==> config.mk <==
export PLATFORM = sky130hd
export DESIGN_NAME = fetch_sequencer
export DESIGN_NICKNAME = d
export VERILOG_FILES = /design/src/rtl/fetch_sequencer_pkg.sv /design/src/rtl/fetch_sequencer_npc.sv /design/src/rtl/fetch_sequencer.sv
export SDC_FILE = /design/constraint.sdc
export NUM_CORES = 1
export LEC_CHECK = 0
export CAP_MARGIN = 10
export CELL_PAD_IN_SITES_DETAIL_PLACEMENT = 1
export CELL_PAD_IN_SITES_GLOBAL_PLACEMENT = 1
export CORE_ASPECT_RATIO = 0.6
export CORE_MARGIN = 2
export CORE_UTILIZATION = 25
export DETAILED_ROUTE_END_ITERATION = 8
export MAX_ROUTING_LAYER = met4
export PLACE_DENSITY_LB_ADDON = 0.1
export SYNTH_ARGS = -nofsm -noshare
export SYNTH_HDL_FRONTEND = slang
export SYNTH_SLANG_ARGS = --single-unit
==> constraint.sdc <==
create_clock -name clk -period 2.2 [get_ports clk]
set_input_delay 0.66 -clock clk [delete_from_list [all_inputs] [get_ports clk]]
set_output_delay 0.66 -clock clk [all_outputs]
set_load 0.02 [all_outputs]
==> src/rtl/fetch_sequencer_pkg.sv <==
// Shared constants, opcode values and state/halt-cause encodings for the A7 fetch sequencer.
package fetch_sequencer_pkg;

    localparam int unsigned NUM_INSTR = 8;
    localparam int unsigned PC_W      = 4;
    localparam int unsigned MAX_FETCH = 64;
    localparam int unsigned CNT_W     = 8;
    localparam int unsigned INSTR_W   = 32;
    localparam int unsigned OPC_W     = 6;

    localparam logic [OPC_W-1:0] OP_R    = 6'b000000;
    localparam logic [OPC_W-1:0] OP_J    = 6'b000010;
    localparam logic [OPC_W-1:0] OP_ADDI = 6'b001000;

    typedef enum logic [2:0] {
        ST_IDLE    = 3'd0,
        ST_ISSUE   = 3'd1,
        ST_CAPTURE = 3'd2,
        ST_HOLD    = 3'd3,
        ST_DONE    = 3'd4
    } state_e;

    typedef enum logic [1:0] {
        HC_NONE  = 2'd0,
        HC_END   = 2'd1,
        HC_JUMP  = 2'd2,
        HC_LIMIT = 2'd3
    } halt_cause_e;

    function automatic logic is_jump(input logic [OPC_W-1:0] opcode);
        return opcode == OP_J;
    endfunction

endpackage

==> src/rtl/fetch_sequencer_npc.sv <==
// Next-pc and halt decision for the instruction currently held in the output buffer.
module fetch_sequencer_npc
    import fetch_sequencer_pkg::*;
(
    input  logic [PC_W-1:0]  pc,
    input  logic [OPC_W-1:0] opcode,
    input  logic [PC_W-1:0]  target,
    input  logic [CNT_W-1:0] count,
    output logic [PC_W-1:0]  next_pc_c,
    output logic [CNT_W-1:0] count_inc_c,
    output logic             halt_c,
    output logic [1:0]       cause_c
);

    logic [PC_W:0] next_wide;
    logic          jump;

    // Carry bit of the sequential increment is kept so running off the end is detectable.
    always_comb begin
        jump        = is_jump(opcode);
        next_wide   = jump ? {1'b0, target} : ({1'b0, pc} + (PC_W+1)'(1));
        count_inc_c = (&count) ? count : (count + CNT_W'(1));
        cause_c     = HC_NONE;
        if ((MAX_FETCH != 0) && (count_inc_c == CNT_W'(MAX_FETCH))) begin
            cause_c = HC_LIMIT;
        end else if (next_wide >= (PC_W+1)'(NUM_INSTR)) begin
            cause_c = jump ? HC_JUMP : HC_END;
        end
        halt_c    = (cause_c != HC_NONE);
        next_pc_c = next_wide[PC_W-1:0];
    end

endmodule

==> src/rtl/fetch_sequencer.sv <==
// Fetch sequencer: drives pc into the instruction memory, buffers the returned word
// and hands it to decode over a valid/ready handshake, halting on end/jump-out/limit.
module fetch_sequencer
    import fetch_sequencer_pkg::*;
(
    input  logic               clk,
    input  logic               rst_n,
    input  logic               start,
    output logic [PC_W-1:0]    pc,
    input  logic [INSTR_W-1:0] mem_instr,
    output logic [INSTR_W-1:0] instr_out,
    output logic               instr_valid,
    input  logic               instr_ready,
    output logic               halted,
    output logic [1:0]         halt_cause,
    output logic [CNT_W-1:0]   fetch_count
);

    state_e             state_q, state_d;
    logic [PC_W-1:0]    pc_q, pc_d;
    logic [INSTR_W-1:0] instr_q, instr_d;
    logic               valid_q, valid_d;
    logic               halted_q, halted_d;
    logic [1:0]         cause_q, cause_d;
    logic [CNT_W-1:0]   count_q, count_d;

    logic [PC_W-1:0]    next_pc_c;
    logic [CNT_W-1:0]   count_inc_c;
    logic               halt_c;
    logic [1:0]         cause_c;

    fetch_sequencer_npc u_npc (
        .pc          (pc_q),
        .opcode      (instr_q[INSTR_W-1 -: OPC_W]),
        .target      (instr_q[PC_W-1:0]),
        .count       (count_q),
        .next_pc_c   (next_pc_c),
        .count_inc_c (count_inc_c),
        .halt_c      (halt_c),
        .cause_c     (cause_c)
    );

    // Next-state logic; pc only moves on the transition into ISSUE.
    always_comb begin
        state_d  = state_q;
        pc_d     = pc_q;
        instr_d  = instr_q;
        valid_d  = valid_q;
        halted_d = halted_q;
        cause_d  = cause_q;
        count_d  = count_q;
        unique case (state_q)
            ST_IDLE: begin
                pc_d = '0;
                if (start) begin
                    count_d = '0;
                    cause_d = HC_NONE;
                    state_d = ST_ISSUE;
                end
            end
            ST_ISSUE: begin
                state_d = ST_CAPTURE;
            end
            ST_CAPTURE: begin
                instr_d = mem_instr;
                valid_d = 1'b1;
                state_d = ST_HOLD;
            end
            ST_HOLD: begin
                if (valid_q && instr_ready) begin
                    valid_d = 1'b0;
                    count_d = count_inc_c;
                    if (halt_c) begin
                        halted_d = 1'b1;
                        cause_d  = cause_c;
                        state_d  = ST_DONE;
                    end else begin
                        pc_d    = next_pc_c;
                        state_d = ST_ISSUE;
                    end
                end
            end
            ST_DONE: begin
                valid_d = 1'b0;
                if (start) begin
                    pc_d     = '0;
                    count_d  = '0;
                    cause_d  = HC_NONE;
                    halted_d = 1'b0;
                    state_d  = ST_ISSUE;
                end
            end
            default: begin
                state_d = ST_IDLE;
            end
        endcase
    end

    always_ff @(posedge clk or negedge rst_n) begin
        if (!rst_n) begin
            state_q  <= ST_IDLE;
            pc_q     <= '0;
            instr_q  <= '0;
            valid_q  <= 1'b0;
            halted_q <= 1'b0;
            cause_q  <= HC_NONE;
            count_q  <= '0;
        end else begin
            state_q  <= state_d;
            pc_q     <= pc_d;
            instr_q  <= instr_d;
            valid_q  <= valid_d;
            halted_q <= halted_d;
            cause_q  <= cause_d;
            count_q  <= count_d;
        end
    end

    assign pc          = pc_q;
    assign instr_out   = instr_q;
    assign instr_valid = valid_q;
    assign halted      = halted_q;
    assign halt_cause  = cause_q;
    assign fetch_count = count_q;

endmodule

# Yosys cells after proc, flatten, opt, wreduce, memory -nomap -nowiden
# Cells that the tools add are included.
dict set report word_totals {
  reg_bits 51
  out_inout_bits 48
  wordCells 62
}
dict set report op_classes {
  add_sub_neg 2
  mux 26
  order_cmp 1
  eq_ne 11
  reduce_logical 15
}
# operator n
set op_table {}
lappend op_table {{$mux 8} 3}
lappend op_table {{$pmux 8 s2} 1}
lappend op_table {{$mux 2} 6}
lappend op_table {{$mux 4} 3}
lappend op_table {{$pmux 3 s4} 1}
lappend op_table {{$pmux 4 s3} 1}
lappend op_table {{$reduce_and 4->1} 3}
lappend op_table {{$mux 3} 3}
lappend op_table {{$add 8x1->8 const B} 1}
lappend op_table {{$eq 8x7->1 const B} 1}
lappend op_table {{$ne 2x2->1 const B} 4}
lappend op_table {{$reduce_and 8->1} 1}
lappend op_table {{$eq 3x2->1 const B} 2}
lappend op_table {{$eq 6x2->1 const B} 1}
lappend op_table {{$reduce_bool 2->1} 3}
lappend op_table {{$reduce_bool 3->1} 2}
lappend op_table {{$add 4x1->5 const B} 1}
lappend op_table {{$ge 5x4->1 const B} 1}
lappend op_table {{$mux 5} 1}
lappend op_table {{$mux 1} 4}
lappend op_table {{$pmux 2 s2} 1}
lappend op_table {{$reduce_and 2->1} 2}
lappend op_table {{$eq 3x1->1 const B} 1}
lappend op_table {{$eq 3x3->1 const B} 1}
lappend op_table {{other kinds (7)} 7}

# Logic depth before layout (Yosys ltp)
# Gate-level depths: netlist of the first run.
dict set report depth {
  word_depth 9
  ltp_mapped 8
  mapped_depth_nobuf 7
}

# By module
# From an unflattened synthesis of the first run, not the netlist that was laid out.
dict set report hier_totals {
  hier_cells 219
  area_unflattened_um2 2526.2
}
# mod cells_per_inst area_per_inst_um2 n_inst
set by_module_without_submodules {}
lappend by_module_without_submodules {fetch_sequencer 157 2100.8 1}
lappend by_module_without_submodules {fetch_sequencer_npc 62 425.4 1}

# Worst setup path before layout of the first run
# Ideal clock, no wire load.
dict set report synth_timing {
  path_type {reg-to-reg}
  startpoint {register count_q[0] (netlist: fetch_count[0])}
  endpoint {register state_q[0]}
  path_stages_with_launch 8
  setup_slack_ns -0.033
  required_ns 2.076
  t_arrival_ns 2.109
  setup_time_ns 0.124
  cell_sequence {dfrtp_1 ha_1 nand2_1 o21ai_0 a311o_1 nor4_4 nor2_1 a211o_1}
}
dict set report synth_via {
  elab_chain_cells 8
  elab_cells_between_ends 9
}
# element line_no
set synth_rtl {}
lappend synth_rtl {{start: declaration} fetch_sequencer.sv:25} ;# logic [CNT_W-1:0] count_q, count_d;
lappend synth_rtl {{start signal: assignment} fetch_sequencer.sv:115} ;# count_q <= count_d;
lappend synth_rtl {{$add 8x1->8 or $reduce_and 8->1 (tied branches)} fetch_sequencer_npc.sv:22} ;# count_inc_c = (&count) ? count : (count + CNT_W'(1));
lappend synth_rtl {{$mux 8 *} fetch_sequencer_npc.sv:22}
lappend synth_rtl {{$eq 8x7->1 *} fetch_sequencer_npc.sv:24} ;# if ((MAX_FETCH != 0) && (count_inc_c == CNT_W'(MAX_FETCH))) begin
lappend synth_rtl {{$mux 2 *} fetch_sequencer_npc.sv:24}
lappend synth_rtl {{$reduce_bool 2->1 *} fetch_sequencer_npc.sv:29} ;# halt_c = (cause_c != HC_NONE);
lappend synth_rtl {{$mux 3 *} fetch_sequencer.sv:73} ;# if (halt_c) begin
lappend synth_rtl {{$mux 3 *} fetch_sequencer.sv:70} ;# if (valid_q && instr_ready) begin
lappend synth_rtl {{$pmux 3 s4 *} fetch_sequencer.sv:52} ;# unique case (state_q)
lappend synth_rtl {{end signal: assignment} fetch_sequencer.sv:109} ;# state_q <= state_d;
lappend synth_rtl {{end: declaration} fetch_sequencer.sv:19} ;# state_e state_q, state_d;
# Mark *: on every way between the ends. The rest lies on a longest branch, timed or not. The select of a mux whose other input is x is not followed.
# A chain may end at the register's enable or synchronous reset.

# Final worst setup path of the first run
dict set report layout_timing {
  startpoint {register count_q[3] (netlist: fetch_count[3])}
  endpoint {output fetch_count[3]}
}
# element line_no
set layout_rtl {}
lappend layout_rtl {{end: declaration} fetch_sequencer.sv:16} ;# output logic [CNT_W-1:0] fetch_count
# No word-level cell between the ends.

==> results of run 1 <==
[final cells by class]
| type | count | area, um^2 | area share |
|---|---|---|---|
| timing repair buffer | 105 | 1020 | 0.269 |
| clock buffer | 5 | 125 | 0.0331 |
| inverter | 4 | 15.0 | 0.00397 |
| tap | 130 | 163 | 0.0430 |
| multi-input combinational | 151 | 1110 | 0.294 |
| sequential | 51 | 1280 | 0.339 |
| clock inverter | 3 | 67.6 | 0.0179 |
[cells in the mapped netlist, types with 2 or more instances]
master     n
ha_1       2
inv_1      4
and3_1     4
nand3_1   11
dfrtp_1   51
and2_1     2
clkbuf_1   6
a21oi_1    8
a31oi_1    3
o21ai_0    7
nand2b_1   4
nor3_1     4
a211oi_1   2
mux2i_1    2
nand2_1   25
nor2_1    15
mux2_2    32
[power by group through the flow]
stage / logic (uW) / clock network (uW) / registers (uW)
final: 1870 / 1020 / 1540
after detailed placement: 1880 / 0 / 1560
after global routing: 2000 / 1100 / 1590
after CTS: 1890 / 1060 / 1550
after floorplan: 474 / 0 / 1970
after global placement: 1870 / 0 / 1550
[routing by layer]
| metal | vias up | wire length [um] |
|---|---|---|
| li1 | 980 | - |
| met1 | 1028 | 3950 |
| met2 | 47 | 2750 |
| met3 | 6 | 289 |
| met4 | 0 | 85 |
| met5 | - | 0 |
[sequential cells by signal (all words and copies together), names as in the netlist]
| signal | cells |
|---|---|
| halt_cause | 2 |
| pc | 4 |
| halted | 1 |
| instr_out | 32 |
| fetch_count | 8 |
| state_q | 3 |
| instr_valid | 1 |
[what timing repair did]
action,CTS,global route
setup buffers,0,1
endpoints found under the setup margin,2,5
gates resized for setup,2,6
pin swaps,0,2
endpoints found under the hold margin,0,0
[worst max path at each step]
stage,from,end,slack (ns),cells past startpoint
4_1_cts,fetch_count[7],fetch_count[7],0.04,2
2_1_floorplan,instr_out[26],pc[2],0.07,6
3_5_place_dp,instr_ready,pc[1],-0.12,7
5_1_grt,fetch_count[3],fetch_count[3],0.007,2
6_report,fetch_count[3],fetch_count[3],0.07,2
3_3_place_gp,instr_ready,pc[1],-0.07,7
[cell families after synthesis]
logic type	Yosys count	synth area share
AO/OA/AOI/OAI	34	0.101
XOR/XNOR	1	0.00364
adder cells (fa/ha/maj)	2	0.0104
buffers and inverters	11	0.0176
flip-flops	51	0.530
multiplexers	34	0.158
AND/OR/NAND/NOR	80	0.180
[metrics by stage]
stage	setup TNS [ns]	instances	cell area, um^2
floorplan	0	213	2410
global placement	-0.118	440	3560
detailed placement	-0.290	440	3560
CTS	0	448	3760
global route	0	449	3780
finish	0	449	3780
==> impl_metrics.env, run 1 <==
export IMPL_synth_seq_area_share=0.530
export IMPL_synth_net_count=251
export IMPL_grt_max_degree=52
export IMPL_crit_buf_inv=2
export IMPL_synth_ff_type="dfrtp_1"
export IMPL_track_usage=0.147
export IMPL_finalNetCount=356
export IMPL_netlist_instances=213
export IMPL_path_clk_slew_ns=0.07
export IMPL_antenna_cells=0
export IMPL_fin_worst_skew_ns=0.0103
export IMPL_clock_latency_ns=0.30
export IMPL_reg2reg_slack_ns=0.13
export IMPL_setup_violations_final=0
export IMPL_synth_area_um2=2410
export IMPL_cp_slowest_stage_delay_ns=0.61
export IMPL_grt_setup_unrepaired="no"
export IMPL_antenna_found_initial=0
export IMPL_power_leakage_uw=0.00153
export IMPL_rr_startpoint="fetch_count[0]"
export IMPL_initial_core_util=0.260
export IMPL_htreeDepth=2
export IMPL_drt_wl_total_mm=7.08
export IMPL_detail_route_wl_per_cell_um=15.8
export IMPL_async_reset_ff_frac=1.00
export IMPL_boundaryPins=84
export IMPL_hp_class="in -> async"
export IMPL_hold_buffers=0
export IMPL_crit_fanout=7
export IMPL_power_frac_comb=0.422
export IMPL_vias=2061
export IMPL_worstPathArrival_ns=1.47
export IMPL_die_w_um=131
export IMPL_ir_drop_uv=454
export IMPL_hpwl_mm=5.23
export IMPL_hold_violations=0
export IMPL_cp_end_kind="primary output"
export IMPL_avgSynthCellArea_um2=11.3
export IMPL_cts_buffers=5
export IMPL_cap_violations=0
export IMPL_status="finished clean"
export IMPL_layout_min_cycle_time_ns=2.13
export IMPL_grt_busiest_layer="met1"
export IMPL_rows=27
export IMPL_synth_edff_count=0
export IMPL_hold_worst_slack_ns=0.341
export IMPL_setup_slack_ns=0.0745
export IMPL_clock_sinks=51
export IMPL_r2r_end="pc[0]"
export IMPL_coreArea_um2=9260
export IMPL_clkPwrFrac=0.231
export IMPL_netSwitchingPower_uw=1490
export IMPL_grt_overflow=0
export IMPL_r2r_cells=8
export IMPL_nFillCells=1021
export IMPL_crit_chain="buf_4 > clkdlybuf4s50_1"
export IMPL_drtPass1Iterations=4
export IMPL_worst_path_max_delay_cell="clkdlybuf4s50_1"
export IMPL_gp_congestion=0.742
export IMPL_cts_tree="done"
export IMPL_grt_use_met1=0.220
export IMPL_layout_commonest_cell="clkdlybuf4s50_1"
export IMPL_drtIter0Drc=79
export IMPL_ys_ff_latch=51
export IMPL_cp_top_family="buffers and inverters"
export IMPL_synthTopCellsByArea="dfrtp_1 (53%), mux2_2 (15%), nand2_1 (3.9%)"
export IMPL_grtUsageMet3=0.0353
export IMPL_slew_headroom=0.745
export IMPL_synth_largest_area_cell="dfrtp_1"
export IMPL_power_frac_seq=0.347
export IMPL_drv_slew=0
export IMPL_die_area_um2=10500
export IMPL_fin_util=0.408
export IMPL_drc=0
export IMPL_worstMarginPinSlew_ns=0.382
export IMPL_final_cell_mix="clkdlybuf4s50_1 (81), dfrtp_1 (48), mux2_2 (32), nand2_1 (24), buf_4 (20)"
export IMPL_via_per_inst=4.59
export IMPL_grt_use_met2=0.194
export IMPL_die_h_um=80.1
export IMPL_drive_above_1_share=0.257
export IMPL_fmax_mhz=470
export IMPL_fin_total_pwr_uw=4440
export IMPL_required_ns=1.54
export IMPL_critPathLaunchType="register"
export IMPL_sw_frac_of_total=0.336
export IMPL_p_int_uw=2950
export IMPL_crit_type="reg -> out"
export IMPL_clockBufferDepth=2
export IMPL_ant_nets=0
export IMPL_port_buffers=83
export IMPL_fin_crit_sh=0.966
export IMPL_dpl_worst_slack_ns=-0.122
export IMPL_grt_pass1_vias=2133
export IMPL_syn2layout_area_growth_pct=56.9
export IMPL_synth_top_area_share=0.530
export IMPL_p_per_area_nw_per_um2=1170
export IMPL_grt_pass1_wl_mm=11.3
export IMPL_root_buffer="clkbuf_16"
export IMPL_synth_distinct_cells=48
export IMPL_synth_warnings=0
Note: power is estimated with default switching activity, not from simulation.
==> run 2: changes to the inputs <==
==> constraint.sdc (replaced) <==
create_clock -name clk -period 2.2 [get_ports clk]
set_input_delay 0.44 -clock clk [delete_from_list [all_inputs] [get_ports clk]]
set_output_delay 0.44 -clock clk [all_outputs]
set_load 0.02 [all_outputs]
==> impl_metrics.env, run 2 (synthesized netlist as in run 1, its figures left out) <==
export IMPL_status="finished clean"
export IMPL_slew_headroom=0.781
export IMPL_cap_violations=0
export IMPL_fmax_mhz=480
export IMPL_grt_pass1_vias=2215
export IMPL_antenna_cells=0
export IMPL_final_cell_mix="clkdlybuf4s50_1 (82), dfrtp_1 (51), mux2_2 (32), nand2_1 (24), buf_4 (16)"
export IMPL_die_h_um=80.1
export IMPL_required_ns=2.43
export IMPL_port_buffers=83
export IMPL_grt_overflow=0
export IMPL_rows=27
export IMPL_worstPathArrival_ns=2.31
export IMPL_drc=0
export IMPL_critPathLaunchType="register"
export IMPL_grt_pass1_wl_mm=11.6
export IMPL_hold_violations=0
export IMPL_drtIter0Drc=72
export IMPL_layout_commonest_cell="clkdlybuf4s50_1"
export IMPL_finalNetCount=352
export IMPL_power_leakage_uw=0.00148
export IMPL_hold_worst_slack_ns=0.122
export IMPL_via_per_inst=4.60
export IMPL_coreArea_um2=9260
export IMPL_fin_worst_skew_ns=0.00775
export IMPL_drt_wl_total_mm=7.16
export IMPL_fin_crit_sh=0.946
export IMPL_drtPass1Iterations=4
export IMPL_cp_end_kind="register"
export IMPL_antenna_found_initial=0
export IMPL_die_w_um=131
export IMPL_hold_buffers=0
export IMPL_htreeDepth=2
export IMPL_fin_total_pwr_uw=4230
export IMPL_cts_tree="done"
export IMPL_boundaryPins=84
export IMPL_grt_setup_unrepaired="no"
export IMPL_syn2layout_area_growth_pct=53.5
export IMPL_worstMarginPinSlew_ns=0.328
export IMPL_seq_area_um2=1280
export IMPL_setup_violations_final=0
export IMPL_die_area_um2=10500
export IMPL_clockBufferDepth=2
export IMPL_crit_type="reg -> reg"
export IMPL_crit_fanout=5
export IMPL_clock_sinks=51
export IMPL_detail_route_wl_per_cell_um=16.1
export IMPL_ir_drop_uv=478
export IMPL_root_buffer="clkbuf_16"
export IMPL_drive_above_1_share=0.232
export IMPL_multiInputGateArea_um2=1110
export IMPL_largest_reg_flops=32
export IMPL_ant_nets=0
export IMPL_grt_max_degree=52
export IMPL_hpwl_mm=5.36
export IMPL_layout_min_cycle_time_ns=2.08
export IMPL_p_per_area_nw_per_um2=1140
export IMPL_clock_latency_ns=0.30
export IMPL_vias=2049
export IMPL_initial_core_util=0.260
export IMPL_hp_class="in -> async"
export IMPL_cts_buffers=5
export IMPL_path_clk_slew_ns=0.07
export IMPL_drv_slew=0
export IMPL_gp_congestion=0.776
export IMPL_track_usage=0.151
export IMPL_nFillCells=1031
[run 2: routing by layer]
layer,share of wire,global-route usage,up-vias,wire [um]
met4,0.011,0.0383,0,76
li1,-,-,976,-
met1,0.54,0.215,1017,3860
met2,0.40,0.215,50,2890
met3,0.048,0.0360,6,342
met5,0,-,-,0
[run 2: per-stage QoR]
stage / setup TNS (ns) / area, um^2 / setup slack [ns] / cells / util
6_report: 0 / 3700 / 0.118 / 445 / 0.400
3_5_place_dp: -0.00860 / 3530 / -0.00860 / 436 / 0.381
4_1_cts: 0 / 3690 / 0.0521 / 445 / 0.399
5_1_grt: 0 / 3700 / 0.00779 / 445 / 0.400
2_1_floorplan: 0 / 2410 / 0.0711 / 213 / -
3_3_place_gp: 0 / 3530 / 0.0917 / 436 / 0.381
[run 2: critical path, stage by stage, from the launching register on]
cell and delay (ns):
dfrtp_1 0.36, ha_1 0.24, nand2_2 0.11, o21ai_0 0.28
a311o_1 0.26, nor4_4 0.06, buf_4 0.16, or3b_2 0.45
nand3_1 0.10
[run 2: final timing paths]
kind	from	to	slack (ns)	cells after the start
max	fetch_count[0]	halt_cause[1]	0.12	8
min	rst_n	instr_out[24]	0.12	2
max reg2reg	fetch_count[0]	halt_cause[1]	0.12	8
min reg2reg	instr_out[23]	instr_out[23]	0.51	1
max in group asynchronous	rst_n	pc[2]	1.84	2
min in group clk	instr_out[23]	instr_out[23]	0.51	1
[run 2: where the power goes]
| part | switching, uW | internal, uW | total, uW |
|---|---|---|---|
| registers | 255 | 1290 | 1540 |
| logic | 856 | 1000 | 1860 |
| clock network | 396 | 435 | 831 |
[run 2: timing repair]
action	in CTS	in global routing
pin swaps	1	1
setup buffers	1	0
endpoints found under the setup margin	1	3
resized for setup	1	1
[run 2: area by class of cell]
cell class,count,share of cell area
Multi-Input combinational cell,151,0.299
Clock buffer,5,0.0338
Sequential cell,51,0.345
Clock inverter,3,0.00744
Inverter,4,0.00406
Timing Repair Buffer,101,0.266
Tap cell,130,0.0440
==> run 3: changes to the inputs <==
--- a/config.mk
+++ b/config.mk
@@ -12,8 +12,10 @@
 export CORE_MARGIN = 2
 export CORE_UTILIZATION = 25
 export DETAILED_ROUTE_END_ITERATION = 8
+export GPL_ROUTABILITY_DRIVEN = 0
 export MAX_ROUTING_LAYER = met4
 export PLACE_DENSITY_LB_ADDON = 0.1
+export SLEW_MARGIN = 10
 export SYNTH_ARGS = -nofsm -noshare
 export SYNTH_HDL_FRONTEND = slang
 export SYNTH_SLANG_ARGS = --single-unit
==> results of run 3 <==
No change in the layout: final DEF, timing and power equal those of run 2.
==> RTL edit 1: new RTL, settings of run 1 <==
Change the package constant `MAX_FETCH` from 64 to 32.
--- a/src/rtl/fetch_sequencer_pkg.sv
+++ b/src/rtl/fetch_sequencer_pkg.sv
@@ -3,7 +3,7 @@
 
     localparam int unsigned NUM_INSTR = 8;
     localparam int unsigned PC_W      = 4;
-    localparam int unsigned MAX_FETCH = 64;
+    localparam int unsigned MAX_FETCH = 32;
     localparam int unsigned CNT_W     = 8;
     localparam int unsigned INSTR_W   = 32;
     localparam int unsigned OPC_W     = 6;
Behaviour: no difference found for any inputs over 10 cycles, from zero or initial values and one cycle with rst_n low; that may be too few to reach the edited logic, so the function may still have changed.
==> RTL edit 1 against run 1 <==
- first-iteration DRC count is 14% higher
- sequential cell count stayed put
- worst setup slack got worse by 0.015 ns
- synthesized cell count fell by 5.2%
- critical path depth grew 4
- final area fell by 2.3%
- critical path type is now flop to flop
- area after synthesis fell by 1.7%
- power down 4.6%
- wire length grew 0.40%
==> RTL edit 1: results <==
<?xml version="1.0" encoding="UTF-8"?>
<metrics>
  <group name="finish">
    <metric name="largest_register_ffs" unit="">32</metric>
    <metric name="post_route_cells_drive_above_1_share" unit="%">26.4</metric>
    <metric name="final_net_count" unit="">344</metric>
  </group>
  <group name="placement">
    <metric name="dp_hpwl" unit="um">5400</metric>
  </group>
  <group name="logic_synthesis">
    <metric name="synth_mux_area_share" unit="%">16.5</metric>
    <metric name="ys_top_cells_by_count" unit="">dfrtp_1 (51), mux2_2 (32), nand2_1 (15), nor2_1 (9), clkbuf_1 (8)</metric>
    <metric name="mappedNetlistNets" unit="">240</metric>
    <metric name="yosys.area_share.xor_xnor" unit="%">0</metric>
    <metric name="synthDistinctLibCells" unit="">47</metric>
    <metric name="post_synth_fa_ha_maj_area_fraction" unit="%">1.06</metric>
    <metric name="proportion_of_synthesized_chip_area_in_sequential_cells" unit="%">53.9</metric>
    <metric name="synth_area_leaders" unit="">dfrtp_1 (54%), mux2_2 (15%), nand2_1 (2.4%)</metric>
  </group>
  <group name="route">
    <metric name="wl_met1" unit="um">3920</metric>
    <metric name="met3WireLength" unit="um">350</metric>
    <metric name="routed_wire_length_per_instance" unit="um">16.3</metric>
    <metric name="met2WireLength" unit="um">2760</metric>
    <metric name="via_count" unit="">1981</metric>
  </group>
  <group name="grt">
    <metric name="grt_max_degree" unit="">37</metric>
    <metric name="wire_length_of_the_first_global_routing_pass" unit="um">11700</metric>
    <metric name="met3_usage" unit="%">3.62</metric>
    <metric name="routing_usage_on_met2" unit="%">20.6</metric>
    <metric name="grtUsageMet1" unit="%">23.2</metric>
    <metric name="track_usage" unit="%">15.4</metric>
  </group>
  <group name="clock_tree">
    <metric name="postCtsResizedCells" unit="">0</metric>
    <metric name="cts.repair_timing.setup_buffer_count" unit="">1</metric>
    <metric name="clk_transition_reported_paths" unit="ns">0.07</metric>
  </group>
  <group name="critical_path">
    <metric name="reg2reg_depth" unit="">6</metric>
    <metric name="critical_path.max_stage_delay" unit="ns">0.57</metric>
    <metric name="critical_path.top_delay_family" unit="">simple AND/OR/NAND/NOR gates</metric>
    <metric name="crit_arrival" unit="ns">2.32</metric>
    <metric name="cp_slowest_cell" unit="">or4b_4</metric>
    <metric name="crit-reg2reg-launch" unit="">instr_out[26]</metric>
    <metric name="setup.reg_to_reg.worst_slack" unit="ns">0.06</metric>
  </group>
  <group name="floorplanning">
    <metric name="placeableCoreArea" unit="sq um">9190</metric>
  </group>
  <group name="timing">
    <metric name="relSlewSlack" unit="%">60.7</metric>
    <metric name="worst_setup_skew_after_layout" unit="ns">0.00397</metric>
  </group>
  <group name="pwr">
    <metric name="total_leakage_power" unit="nW">1.53</metric>
    <metric name="total_switching_power" unit="mW">1.47</metric>
    <metric name="max-vdd-ir-drop" unit="mV">0.508</metric>
    <metric name="power_report.internal_total" unit="mW">2.77</metric>
  </group>
  <group name="status">
    <metric name="run_status" unit="">complete, no violations</metric>
  </group>
</metrics>
RTL edit 1: through the flow:
step,hold slack [ns],instances,utilization [%],instance area [sq um],setup WS (ns)
finish,0.285,437,40.2,3690,0.0593
global route,0.304,437,40.2,3690,-0.0236
CTS,0.289,436,39.9,3660,0.0236
detailed placement,0.484,427,38.2,3510,-0.102
global placement,0.479,427,38.2,3510,-0.0683
floorplan,0.364,202,-,2370,-0.0767
RTL edit 1: worst max path at each step:
stage	to	cells past startpoint	slack [ns]
after floorplan	pc[2]	6	-0.08
after global placement	fetch_count[7]	7	-0.07
after detailed placement	fetch_count[7]	7	-0.10
after CTS	halt_cause[1]	7	0.02
after global routing	halt_cause[1]	7	-0.02
final	pc[2]	6	0.06
RTL edit 1: cell type report:
cell class,instances,area share (%)
sequential,51,34.7
multi-input combinational,138,28.8
timing repair buffer,105,27.6
inverter,5,0.508
clock buffer,7,3.86
clock inverter,1,0.136
tap,130,4.40
==> RTL edit 2: new RTL, flow settings as in run 1 <==
Without the edit above. `pc_q` and `instr_q` no longer have a reset.
--- a/src/rtl/fetch_sequencer.sv
+++ b/src/rtl/fetch_sequencer.sv
@@ -99,21 +99,22 @@
     always_ff @(posedge clk or negedge rst_n) begin
         if (!rst_n) begin
             state_q  <= ST_IDLE;
-            pc_q     <= '0;
-            instr_q  <= '0;
             valid_q  <= 1'b0;
             halted_q <= 1'b0;
             cause_q  <= HC_NONE;
             count_q  <= '0;
         end else begin
             state_q  <= state_d;
-            pc_q     <= pc_d;
-            instr_q  <= instr_d;
             valid_q  <= valid_d;
             halted_q <= halted_d;
             cause_q  <= cause_d;
             count_q  <= count_d;
         end
+    end
+
+    always_ff @(posedge clk) begin
+        pc_q    <= pc_d;
+        instr_q <= instr_d;
     end
 
     assign pc          = pc_q;
Behaviour: differs if rst_n is asserted again (counterexample within 4 cycles, from zero or initial values and one cycle with rst_n low); with rst_n held inactive, the same outputs for 10 cycles.
==> RTL edit 2 against run 1 <==
- sequential power decreased by 3%
- final area down 6.4%
- wire length decreased by 8.4%
- area after synthesis is 7.8% lower
- sequential cell count unchanged
- power down 11%
- worst setup slack worse by 0.0077 ns
- critical endpoint is now fetch_count[5]
- largest power group unchanged
==> RTL edit 2: results <==
<?xml version="1.0" encoding="UTF-8"?>
<metrics>
  <group name="finish">
    <metric name="post_route_cells_drive_above_1_share" unit="%">16.4</metric>
    <metric name="seq-cell-share" unit="%">41.3</metric>
    <metric name="nonClockBufferCount" unit="">108</metric>
  </group>
  <group name="logic_synthesis">
    <metric name="synthDistinctLibCells" unit="">47</metric>
    <metric name="mappedNetlistNets" unit="">214</metric>
    <metric name="synth-compound-area-share" unit="%">14.0</metric>
    <metric name="syn-instance-count" unit="">176</metric>
    <metric name="synth_mux_area_share" unit="%">1.41</metric>
  </group>
  <group name="route">
    <metric name="routed_wire_length_per_instance" unit="um">16.3</metric>
    <metric name="met2WireLength" unit="um">2640</metric>
    <metric name="wl" unit="um">6480</metric>
    <metric name="drt_first_iter_violations" unit="">71</metric>
    <metric name="drt-vias-per-instance" unit="">4.65</metric>
  </group>
  <group name="placement">
    <metric name="pre_cts_slack" unit="ns">-0.135</metric>
    <metric name="place_congestion" unit="">0.799</metric>
    <metric name="dp_hpwl" unit="um">5060</metric>
  </group>
  <group name="clock_tree">
    <metric name="postCtsResizedCells" unit="">3</metric>
  </group>
  <group name="critical_path">
    <metric name="reg2reg_depth" unit="">6</metric>
    <metric name="worstSetupStartpoint" unit="">fetch_count[5]</metric>
    <metric name="timing.rr.end" unit="">pc[1]</metric>
    <metric name="maximum_fanout_along_the_worst_path" unit="">5</metric>
  </group>
  <group name="grt">
    <metric name="routing_usage_on_met2" unit="%">18.5</metric>
    <metric name="track_usage" unit="%">14.1</metric>
  </group>
  <group name="hold_path">
    <metric name="hp-class" unit="">flop to flop</metric>
  </group>
  <group name="floorplanning">
    <metric name="placeableCoreArea" unit="sq um">8560</metric>
  </group>
  <group name="timing">
    <metric name="fin_hold_ws" unit="ns">0.567</metric>
    <metric name="finalWorstPathRequiredPeriod" unit="ns">2.13</metric>
  </group>
  <group name="pwr">
    <metric name="pwr.group.sequential" unit="mW">1.50</metric>
    <metric name="p_total" unit="mW">3.94</metric>
  </group>
  <group name="status">
    <metric name="run_status" unit="">complete, no violations</metric>
  </group>
</metrics>
==> RTL edit 2: cell count changes after synthesis, sizes merged, moves of 3 or more <==
| cell | change |
|---|---|
| or2 | +3 |
| o31ai | +3 |
| xnor2 | +3 |
| o211ai | +3 |
| a211oi | +3 |
| clkbuf | -4 |
| buf | +3 |
| edfxtp | +36 |
| mux2 | -31 |
| nand2 | -12 |
| nand3 | -5 |
| dfrtp | -36 |
==> RTL edit 2: worst max-delay path, cell delays in order (launching register included) <==
cell and delay [ns]:
dfrtp_1 0.42, buf_4 0.17, clkdlybuf4s50_1 0.60
==> RTL edit 2: kinds of logic (layout without fill, tap and decap cells) <==
| group | Yosys count | in the layout |
|---|---|---|
| adders and majority gates | 2 | 2 |
| and+or+nand+nor | 60 | 60 |
| buffers and inverters | 12 | 122 |
| muxes | 3 | 3 |
| DFF | 51 | 51 |
| xor gates and xnor gates | 4 | 4 |
| AOI/OAI and AO/OA | 44 | 44 |
